<file path="config.mk">
export PLATFORM = sky130hd
export DESIGN_NAME = gamepad_event_scheduler
export DESIGN_NICKNAME = d
export VERILOG_FILES = /design/src/rtl/gamepad_pkg.sv /design/src/rtl/gamepad_evt_fifo.sv /design/src/rtl/gamepad_event_scheduler.sv
export SDC_FILE = /design/constraint.sdc
export NUM_CORES = 1
export LEC_CHECK = 0
export BUFFER_PORTS_ARGS = -buffer_cell sky130_fd_sc_hd__clkbuf_2
export CAP_MARGIN = 15
export CORE_MARGIN = 1
export CORE_UTILIZATION = 50
export CTS_CLUSTER_DIAMETER = 80
export DETAILED_ROUTE_END_ITERATION = 8
export GPL_ROUTABILITY_DRIVEN = 0
export PLACE_DENSITY = 0.68
export SYNTH_ARGS = -nofsm -noshare
export SYNTH_HDL_FRONTEND = slang
export SYNTH_SLANG_ARGS = --single-unit
</file>
<file path="constraint.sdc">
create_clock -name clk -period 7.8 [get_ports clk]
set_input_delay 0.78 -clock clk [delete_from_list [all_inputs] [get_ports clk]]
set_output_delay 0.78 -clock clk [all_outputs]
set_load 0.1 [all_outputs]
</file>
<file path="src/rtl/gamepad_pkg.sv">
// Shared definitions for the gamepad event path: button indices, event kinds,
// the 6-bit event record and the scheduler state encoding.
package gamepad_pkg;

  localparam int NUM_BTN = 12;

  localparam logic [3:0] BTN_R      = 4'd0;
  localparam logic [3:0] BTN_L      = 4'd1;
  localparam logic [3:0] BTN_X      = 4'd2;
  localparam logic [3:0] BTN_A      = 4'd3;
  localparam logic [3:0] BTN_RIGHT  = 4'd4;
  localparam logic [3:0] BTN_LEFT   = 4'd5;
  localparam logic [3:0] BTN_DOWN   = 4'd6;
  localparam logic [3:0] BTN_UP     = 4'd7;
  localparam logic [3:0] BTN_START  = 4'd8;
  localparam logic [3:0] BTN_SELECT = 4'd9;
  localparam logic [3:0] BTN_Y      = 4'd10;
  localparam logic [3:0] BTN_B      = 4'd11;

  typedef enum logic [1:0] {
    EVT_PRESS   = 2'd0,
    EVT_RELEASE = 2'd1,
    EVT_REPEAT  = 2'd2
  } evt_kind_e;

  typedef struct packed {
    logic [3:0] button;
    evt_kind_e  kind;
  } evt_rec_t;

  localparam int EVT_W = $bits(evt_rec_t);

  typedef enum logic [1:0] {
    ST_IDLE = 2'd0,
    ST_SCAN = 2'd1,
    ST_RPT  = 2'd2
  } sched_state_e;

  function automatic evt_rec_t mk_evt(input logic [3:0] button, input evt_kind_e kind);
    evt_rec_t r;
    r.button = button;
    r.kind   = kind;
    return r;
  endfunction

endpackage

</file>
<file path="src/rtl/gamepad_evt_fifo.sv">
// Show-ahead event queue; the head is registered so it holds its last value
// once the queue drains. Overflow is sticky until cleared.
module gamepad_evt_fifo
  import gamepad_pkg::*;
#(
  parameter int DEPTH = 4
) (
  input  logic             clk,
  input  logic             reset,
  input  logic             push,
  input  logic [EVT_W-1:0] push_data,
  input  logic             pop,
  input  logic             clr_overflow,
  output logic [EVT_W-1:0] head,
  output logic             full,
  output logic             empty,
  output logic             overflow
);

  localparam int AW = $clog2(DEPTH);

  logic [EVT_W-1:0] mem_q [DEPTH];
  logic [AW-1:0]    wr_q, wr_d;
  logic [AW-1:0]    rd_q, rd_d;
  logic [AW:0]      cnt_q, cnt_d;
  logic [EVT_W-1:0] head_q, head_d;
  logic             ovf_q, ovf_d;
  logic             do_push, do_pop, drop;

  assign full     = (cnt_q == (AW+1)'(DEPTH));
  assign empty    = (cnt_q == '0);
  assign head     = head_q;
  assign overflow = ovf_q;

  always_comb begin
    do_pop  = pop && !empty;
    do_push = push && (!full || do_pop);
    drop    = push && full && !do_pop;
    wr_d    = do_push ? wr_q + 1'b1 : wr_q;
    rd_d    = do_pop  ? rd_q + 1'b1 : rd_q;
    cnt_d   = cnt_q;
    case ({do_push, do_pop})
      2'b10:   cnt_d = cnt_q + 1'b1;
      2'b01:   cnt_d = cnt_q - 1'b1;
      default: cnt_d = cnt_q;
    endcase
    // A write landing on the new read slot means the pushed entry is the new head.
    head_d = head_q;
    if (cnt_d != '0) begin
      head_d = (do_push && rd_d == wr_q) ? push_data : mem_q[rd_d];
    end
    ovf_d = ovf_q;
    if (drop) begin
      ovf_d = 1'b1;
    end else if (clr_overflow) begin
      ovf_d = 1'b0;
    end
  end

  always_ff @(posedge clk) begin
    if (do_push) begin
      mem_q[wr_q] <= push_data;
    end
  end

  always_ff @(posedge clk) begin
    if (reset) begin
      wr_q   <= '0;
      rd_q   <= '0;
      cnt_q  <= '0;
      head_q <= '0;
      ovf_q  <= 1'b0;
    end else begin
      wr_q   <= wr_d;
      rd_q   <= rd_d;
      cnt_q  <= cnt_d;
      head_q <= head_d;
      ovf_q  <= ovf_d;
    end
  end

endmodule

</file>
<file path="src/rtl/gamepad_event_scheduler.sv">
// Per-frame button scanner: debounces each button, emits PRESS/RELEASE events
// and auto-repeats the most recently pressed button into an event FIFO.
//
//   state   | meaning
//   IDLE    | waiting for frame_tick; snapshot taken on the tick
//   SCAN    | one button per cycle, idx 0..11, debounce and edge events
//   RPT     | one cycle: advance the repeat timer, maybe emit REPEAT
module gamepad_event_scheduler
  import gamepad_pkg::*;
#(
  parameter int DEBOUNCE_FRAMES = 2,
  parameter int REPEAT_DELAY    = 20,
  parameter int REPEAT_RATE     = 6,
  parameter int FIFO_DEPTH      = 4
) (
  input  logic        clk,
  input  logic        reset,
  input  logic [11:0] buttons,
  input  logic        is_present,
  input  logic        frame_tick,
  output logic        evt_valid,
  input  logic        evt_ready,
  output logic [3:0]  evt_button,
  output logic [1:0]  evt_kind,
  output logic [11:0] stable,
  output logic        overflow,
  input  logic        clr_overflow
);

  localparam int RPT_MAX = (REPEAT_DELAY > REPEAT_RATE) ? REPEAT_DELAY : REPEAT_RATE;
  localparam int RW      = $clog2(RPT_MAX + 1);
  localparam logic [RW-1:0] RPT_DELAY_L = RW'(REPEAT_DELAY);
  localparam logic [RW-1:0] RPT_RATE_L  = RW'(REPEAT_RATE);
  localparam logic [2:0]    DEB_L       = 3'(DEBOUNCE_FRAMES);

  sched_state_e     state_q, state_d;
  logic [3:0]       idx_q, idx_d;
  logic [11:0]      snap_q, snap_d;
  logic [11:0]      stable_q, stable_d;
  logic [11:0][1:0] cnt_q, cnt_d;
  logic [3:0]       held_idx_q, held_idx_d;
  logic             held_valid_q, held_valid_d;
  logic [RW-1:0]    rpt_cnt_q, rpt_cnt_d;
  logic [RW-1:0]    rpt_dec;
  logic             just_loaded_q, just_loaded_d;
  logic             push_q, push_d;
  evt_rec_t         push_rec_q, push_rec_d;
  logic [2:0]       cnt_inc;
  logic             cur_snap;

  logic [EVT_W-1:0] fifo_head;
  logic             fifo_empty;

  always_comb begin
    state_d       = state_q;
    idx_d         = idx_q;
    snap_d        = snap_q;
    stable_d      = stable_q;
    cnt_d         = cnt_q;
    held_idx_d    = held_idx_q;
    held_valid_d  = held_valid_q;
    rpt_cnt_d     = rpt_cnt_q;
    just_loaded_d = just_loaded_q;
    push_d        = 1'b0;
    push_rec_d    = push_rec_q;
    cur_snap      = snap_q[idx_q];
    cnt_inc       = {1'b0, cnt_q[idx_q]} + 3'd1;
    rpt_dec       = rpt_cnt_q - 1'b1;

    case (state_q)
      ST_IDLE: begin
        if (frame_tick) begin
          state_d = ST_SCAN;
          idx_d   = 4'd0;
          snap_d  = is_present ? buttons : 12'h000;
        end
      end

      ST_SCAN: begin
        if (cur_snap == stable_q[idx_q]) begin
          cnt_d[idx_q] = 2'd0;
        end else if (cnt_inc == DEB_L) begin
          stable_d[idx_q] = cur_snap;
          cnt_d[idx_q]    = 2'd0;
          push_d          = 1'b1;
          if (cur_snap) begin
            push_rec_d    = mk_evt(idx_q, EVT_PRESS);
            held_idx_d    = idx_q;
            held_valid_d  = 1'b1;
            rpt_cnt_d     = RPT_DELAY_L;
            just_loaded_d = 1'b1;
          end else begin
            push_rec_d = mk_evt(idx_q, EVT_RELEASE);
            if (held_idx_q == idx_q) begin
              held_valid_d = 1'b0;
            end
          end
        end else begin
          cnt_d[idx_q] = cnt_inc[1:0];
        end

        if (idx_q == 4'd11) begin
          state_d = ST_RPT;
        end else begin
          idx_d = idx_q + 4'd1;
        end
      end

      ST_RPT: begin
        // A press this frame only arms the timer; counting starts next frame.
        if (held_valid_q && !just_loaded_q) begin
          if (rpt_dec == '0) begin
            push_d     = 1'b1;
            push_rec_d = mk_evt(held_idx_q, EVT_REPEAT);
            rpt_cnt_d  = RPT_RATE_L;
          end else begin
            rpt_cnt_d = rpt_dec;
          end
        end
        just_loaded_d = 1'b0;
        state_d       = ST_IDLE;
      end

      default: state_d = ST_IDLE;
    endcase
  end

  always_ff @(posedge clk) begin
    if (reset) begin
      state_q       <= ST_IDLE;
      idx_q         <= '0;
      snap_q        <= '0;
      stable_q      <= '0;
      cnt_q         <= '0;
      held_idx_q    <= '0;
      held_valid_q  <= 1'b0;
      rpt_cnt_q     <= '0;
      just_loaded_q <= 1'b0;
      push_q        <= 1'b0;
      push_rec_q    <= '0;
    end else begin
      state_q       <= state_d;
      idx_q         <= idx_d;
      snap_q        <= snap_d;
      stable_q      <= stable_d;
      cnt_q         <= cnt_d;
      held_idx_q    <= held_idx_d;
      held_valid_q  <= held_valid_d;
      rpt_cnt_q     <= rpt_cnt_d;
      just_loaded_q <= just_loaded_d;
      push_q        <= push_d;
      push_rec_q    <= push_rec_d;
    end
  end

  gamepad_evt_fifo #(
    .DEPTH (FIFO_DEPTH)
  ) u_fifo (
    .clk          (clk),
    .reset        (reset),
    .push         (push_q),
    .push_data    (push_rec_q),
    .pop          (evt_ready),
    .clr_overflow (clr_overflow),
    .head         (fifo_head),
    .full         (),
    .empty        (fifo_empty),
    .overflow     (overflow)
  );

  assign evt_valid  = !fifo_empty;
  assign evt_button = fifo_head[5:2];
  assign evt_kind   = fifo_head[1:0];
  assign stable     = stable_q;

endmodule

</file>
# After elaboration in Yosys (flattened, before gate mapping)
# Memories as Yosys holds them, arrays and structs flattened. A register that Yosys moved wholly into a read port is not among the register bits.
# Index checks and enable logic that the tools add are counted.
# word_totals
register_bits	80
ram_bits	24
in_bits	18
output_inout_bits	20
wordCells	135
memories	1
# op_classes
add_sub_neg	7
order_cmp	2
eq_ne	17
n_mux	50
n_bitwise	3
n_reduce_logical	28
# mem_list
memory	words	word_bits	rd	rd_clocked_by_memory_dff	wr	line_no	rtl
u_fifo.mem_q	4	6	1	1	1	gamepad_evt_fifo.sv:22	logic [EVT_W-1:0] mem_q [DEPTH];
# op_table
cell	n
$mux W24	2
$mux W5	5
$and A24 B24 Y24	1
$bwmux W24	1
$mux W6	4
$not A24 Y24	1
$mux W1	17
$ne A2 B2 Y1 const B	8
$bwmux W12	1
$mux W12	1
$pmux W6 S2	1
$reduce_and A4 Y1	3
$mux W2	5
$pmux W5 S2	1
$reduce_and A5 Y1	2
$bmux W1 S4	2
$bmux W2 S4	1
$demux W2 S4	1
$mux W4	2
$pmux W4 S2	1
$reduce_bool A2 Y1	4
$logic_and A1 B1 Y1	6
$pmux W3 S2	1
$reduce_and A3 Y1	2
other kinds (26)	34

# Depth between registers and ports, before layout
# logic_depth
depth_word	8
depth_mapped	13
ltp_nobuf	11

# Cells and area by module
# Synthesis repeated with hierarchy kept, for this count alone.
# unflattened
cells_unflattened	566
area_unflattened_um2	5764.3
# by_module_without_submodules
module	n_inst	cells_per_inst	area_per_inst_um2	seq_area_each_um2
gamepad_event_scheduler	1	411	3722.3	1441.4
gamepad_evt_fifo	1	155	2042.0	1001.0

# Worst setup path before layout
# Ideal clock, no wire load.
# synth_path
path_kind	register to register
start	register idx_q[0]
end	register rpt_cnt_q[0]
setup_time_ns	0.067
t_arrival_ns	3.180
required_time_ns	7.733
setup_slack_ns	4.553
stages_incl_launch_ff	13
n_path_buf	2
synth_period_minus_slack_ns	3.247
cell_sequence	dfxtp_1 > buf_4 > buf_1 > mux4_2 > mux2i_1 > nor2_1 > a21oi_1 > ha_1 > nand2b_1 > o311ai_4 > nand2_4 > or3_1 > a21oi_2
# synth_via
elab_chain_cells	6
word_cells_on_any_way	13
cone_classes	add/sub (1); eq/ne (5); mux (6); reduce/logical (1)
# synth_rtl
item	line_no	rtl
start, declared	gamepad_event_scheduler.sv:37	logic [3:0] idx_q, idx_d;
start signal, assigned	gamepad_event_scheduler.sv:143	idx_q <= idx_d;
$bmux W2 S4	gamepad_event_scheduler.sv:67	cnt_inc = {1'b0, cnt_q[idx_q]} + 3'd1;
$mux W2 (not written as such)	gamepad_event_scheduler.sv:67	
$add A2 B1 Y3	gamepad_event_scheduler.sv:67	
$eq A3 B2 Y1	gamepad_event_scheduler.sv:82	end else if (cnt_inc == DEB_L) begin
$ne A2 B2 Y1 (no source line)	-	
$reduce_and A5 Y1 (no source line) *	-	
end signal, assigned	gamepad_event_scheduler.sv:149	rpt_cnt_q <= rpt_cnt_d;
end, declared	gamepad_event_scheduler.sv:43	logic [RW-1:0] rpt_cnt_q, rpt_cnt_d;
# Every way passes the cells marked *; elsewhere a longest branch is shown, timed or not. The select of a mux whose other input is x is not followed.
# A chain may end at the register's enable or synchronous reset.

# Worst setup path after layout
# layout_path
start	register idx_q[1]
end	register rpt_cnt_q[0]
# The elaborated chain is that of the path after synthesis.

==> summary.md <==
| Metric | Value |
|---|---|
| Outcome | `complete, no violations` |
| Maximum fanout along the worst path | `23` |
| Slowest cell on crit path | `dfxtp_1` |
| GRT Residual Overflow | `0` |
| Die span in y | `107 um` |
| Hold Buf Count CTS | `0` |
| Crit path DAT | `4.71 ns` |
| # port buffers | `37` |
| Drt total wl | `11100 um` |
| Number of global-route vias before repair | `3782` |
| R2R cell count | `9` |
| Fin crit period | `4.41 ns` |
| Final core utilization | `54.9%` |
| R2r startpoint | `idx_q[1]` |
| Most frequent cells after synthesis | `dfxtp_1, nor2_1, mux2i_1` |
| Worst setup SP type | `flop` |
| DR WL/cell | `15.3 um` |
| CP bufs+invs | `0` |
| Max-cap check violation count | `0` |
| Global-route wire length before repair | `18500 um` |
| Static Leak | `2.19 nW` |
| Synth Flop Type | `dfxtp_1` |
| CTS tree | `done` |
| Synth Warn # | `0` |
| Synth-to-layout area growth | `7.09%` |
| 1st-iter DRT viols | `216` |
| Post-synth EDFFs | `24` |
| RSZ-0062 raised after global routing | `no` |
| # fillers | `987` |
| Clock Latency Late Sink | `0.37 ns` |
| Power Dens Cells | `234 nW/um^2` |
| Netlist cell types | `57` |
| Critical-path cell list | `mux4_2, o22ai_2, o21ai_1, ha_1, nand2b_1, o311ai_4, nand2_4, or3_1, a21oi_2` |
| Worst-case clock buffer depth | `2` |
| Initial antenna violation count | `0` |
| Setup TNS Final | `0 ns` |
| Ports | `38` |
| Setup violations, final | `0` |
| Worst IR Drop VDD | `0.228 mV` |
| Largest cells by area after synthesis | `dfxtp_1, edfxtp_1, mux2i_1, mux4_2, nor2_1` |
| Post-Syn Instances | `561` |
| Post-synthesis average cell area | `9.90 sq um` |
| Hold WC Path Type | `flop to flop` |
| CTS sink count | `110` |
| Max H-tree Level | `3` |
| Mapped cell area | `5560 sq um` |
| Placeable Area | `10800 sq um` |
| Via count | `4030` |
| Vias per Instance | `5.58` |
| Drt drc | `0` |
| Die Span X | `107 um` |
| Syn nets | `596` |
| Reg-to-reg slack, setup | `3.39 ns` |
| WS Path Type | `flop to flop` |
| Share of layout cells above drive strength 1 | `14.6%` |
| Area leader, netlist | `dfxtp_1` |
| Number of buffers created by CTS | `9` |
| Slew Viols, Final | `0` |
| Worst Hold Launch | `snap_q[7]` |
| Number of diodes | `0` |
| GRT Util Overall | `20.6%` |
| Crit-path max cell delay | `0.86 ns` |
| Final HPWL DP | `7890 um` |
| Cell row count | `38` |
| Routed Antenna Nets | `0` |
| Final Skew | `0.00978 ns` |
| Pre-antenna DRT Iters | `4` |
| Worst setup EP type | `flop` |
| Die Area | `11500 sq um` |
| Worst-path clk slew | `0.09 ns` |
| Most common cell in the netlist | `dfxtp_1` |
| Largest delay share family, worst path | `compound AO/OA/AOI/OAI gates` |
| Worst Path Required | `8.10 ns` |
| Worst Max-Slew Pin Slew | `1.08 ns` |
| Initial Utilization | `51.3%` |
| Root buf cell | `clkbuf_8` |
| Fmax | `0.227 GHz` |
| Seq/Total Area, Yosys | `44.0%` |
| Hold Path End | `snap_q[7]` |
| Rel. slew slack | `27.4%` |
| R2r endpoint | `rpt_cnt_q[0]` |
| Nets@finish | `612` |
| Asr flop ratio synth | `0%` |
| Largest net degree at the start of global routing | `83` |
| Post-CTS setup buffer count | `0` |
| Final count of hold timing violations | `0` |
| Post-CTS resize count | `0` |
| Fin crit share | `56.5%` |
| Hold path depth | `2` |
| Yosys reg bits | `110` |
| Post-synth top area share | `31.0%` |
==> worst register-to-register path: stages (launching register included) <==
cell	delay (ns)
dfxtp_1	0.86
mux4_2	0.38
o22ai_2	0.10
o21ai_1	0.86
ha_1	0.43
nand2b_1	0.55
o311ai_4	0.58
nand2_4	0.10
or3_1	0.38
a21oi_2	0.12
==> power breakdown <==
group | switching [mW] | total, mW | internal (mW)
Sequential | 0.0395 | 0.654 | 0.614
Combinational | 0.282 | 0.420 | 0.138
Clock | 0.185 | 0.319 | 0.134
==> layout make-up <==
cell class / count / area (sq um) / share of cell area, %
clock buffers: 13 / 159 / 2.67
clock inverters: 3 / 20.0 / 0.336
inverters: 17 / 63.8 / 1.07
multi-input cells: 398 / 2880 / 48.3
flip-flops and latches: 110 / 2440 / 41.0
well taps: 140 / 175 / 2.94
repair buffers: 41 / 215 / 3.62
==> routing by layer <==
layer  wire (um)  vias to the layer above  track usage [%]
li1            -                     2032                -
met5           0                        -                0
met4         115                        0             5.19
met3         389                        8             4.96
met1        4840                     1917             25.8
met2        5710                       73             35.5
==> worst max-delay path by stage <==
stage               slack (ns)           end      from  depth (start not counted)
global route              3.05  rpt_cnt_q[0]  idx_q[1]                          9
detailed placement        3.45  rpt_cnt_q[0]  idx_q[1]                          9
floorplan                 4.55  rpt_cnt_q[0]  idx_q[0]                         12
CTS                       3.41  rpt_cnt_q[0]  idx_q[1]                          9
global placement          3.61  rpt_cnt_q[0]  idx_q[1]                          9
finish                    3.39  rpt_cnt_q[0]  idx_q[1]                          9
==> logic make-up (layout without fill, tap and decap cells) <==
family          Yosys count  after routing  synth area share, %
buf+inv                  53             74                 4.30
simple gates            220            220                 18.3
fa+ha+maj                17             17                 3.96
compound gates           79             79                 10.5
xor+xnor                 10             10                 1.58
mux                      72             72                 17.4
flops                   110            110                 44.0
==> cells in the final DEF, fill, tap and decap left out, drive strengths merged, types with 3 or more instances in the layout <==
cell type  Yosys  layout
ha            16      16
a211oi         7       7
mux4          19      19
a311oi         3       3
dfxtp         86      86
or2            6       6
o21ai          9       9
a21oi         34      34
xnor2          8       8
edfxtp        24      24
a32o           4       4
a22oi          3       3
nor3          28      28
nand3         30      30
nor4b          3       3
buf           14       4
nand2b         6       6
inv           17      17
a31oi          3       3
clkbuf        22      50
nand2         40      40
nor2          84      84
mux2i         51      51
nor2b          7       7
and2           6       6
nand4          4       4
==> registers in the layout, indices dropped and copies added (netlist names) <==
name,cells
held_valid_q,1
u_fifo.head,6
u_fifo.mem_q,24
idx_q,4
u_fifo.overflow,1
rpt_cnt_q,5
push_q,1
stable,12
u_fifo.cnt_q,3
held_idx_q,4
cnt_q,24
just_loaded_q,1
u_fifo.rd_q,2
push_rec_q,6
state_q,2
snap_q,12
u_fifo.wr_q,2
==> stage by stage <==
stage               std cells  hold slack, ns  worst slack, ns  cell area [sq um]  total power [mW]
detailed placement        706           0.449             3.45               5770              1.09
global route              722           0.485             3.05               5950              1.47
CTS                       722           0.464             3.41               5950              1.41
floorplan                 561           0.428             4.55               5560              1.03
global placement          706           0.448             3.61               5770              1.08
finish                    722           0.462             3.39               5950              1.39
(Power assumes the default switching activity.)
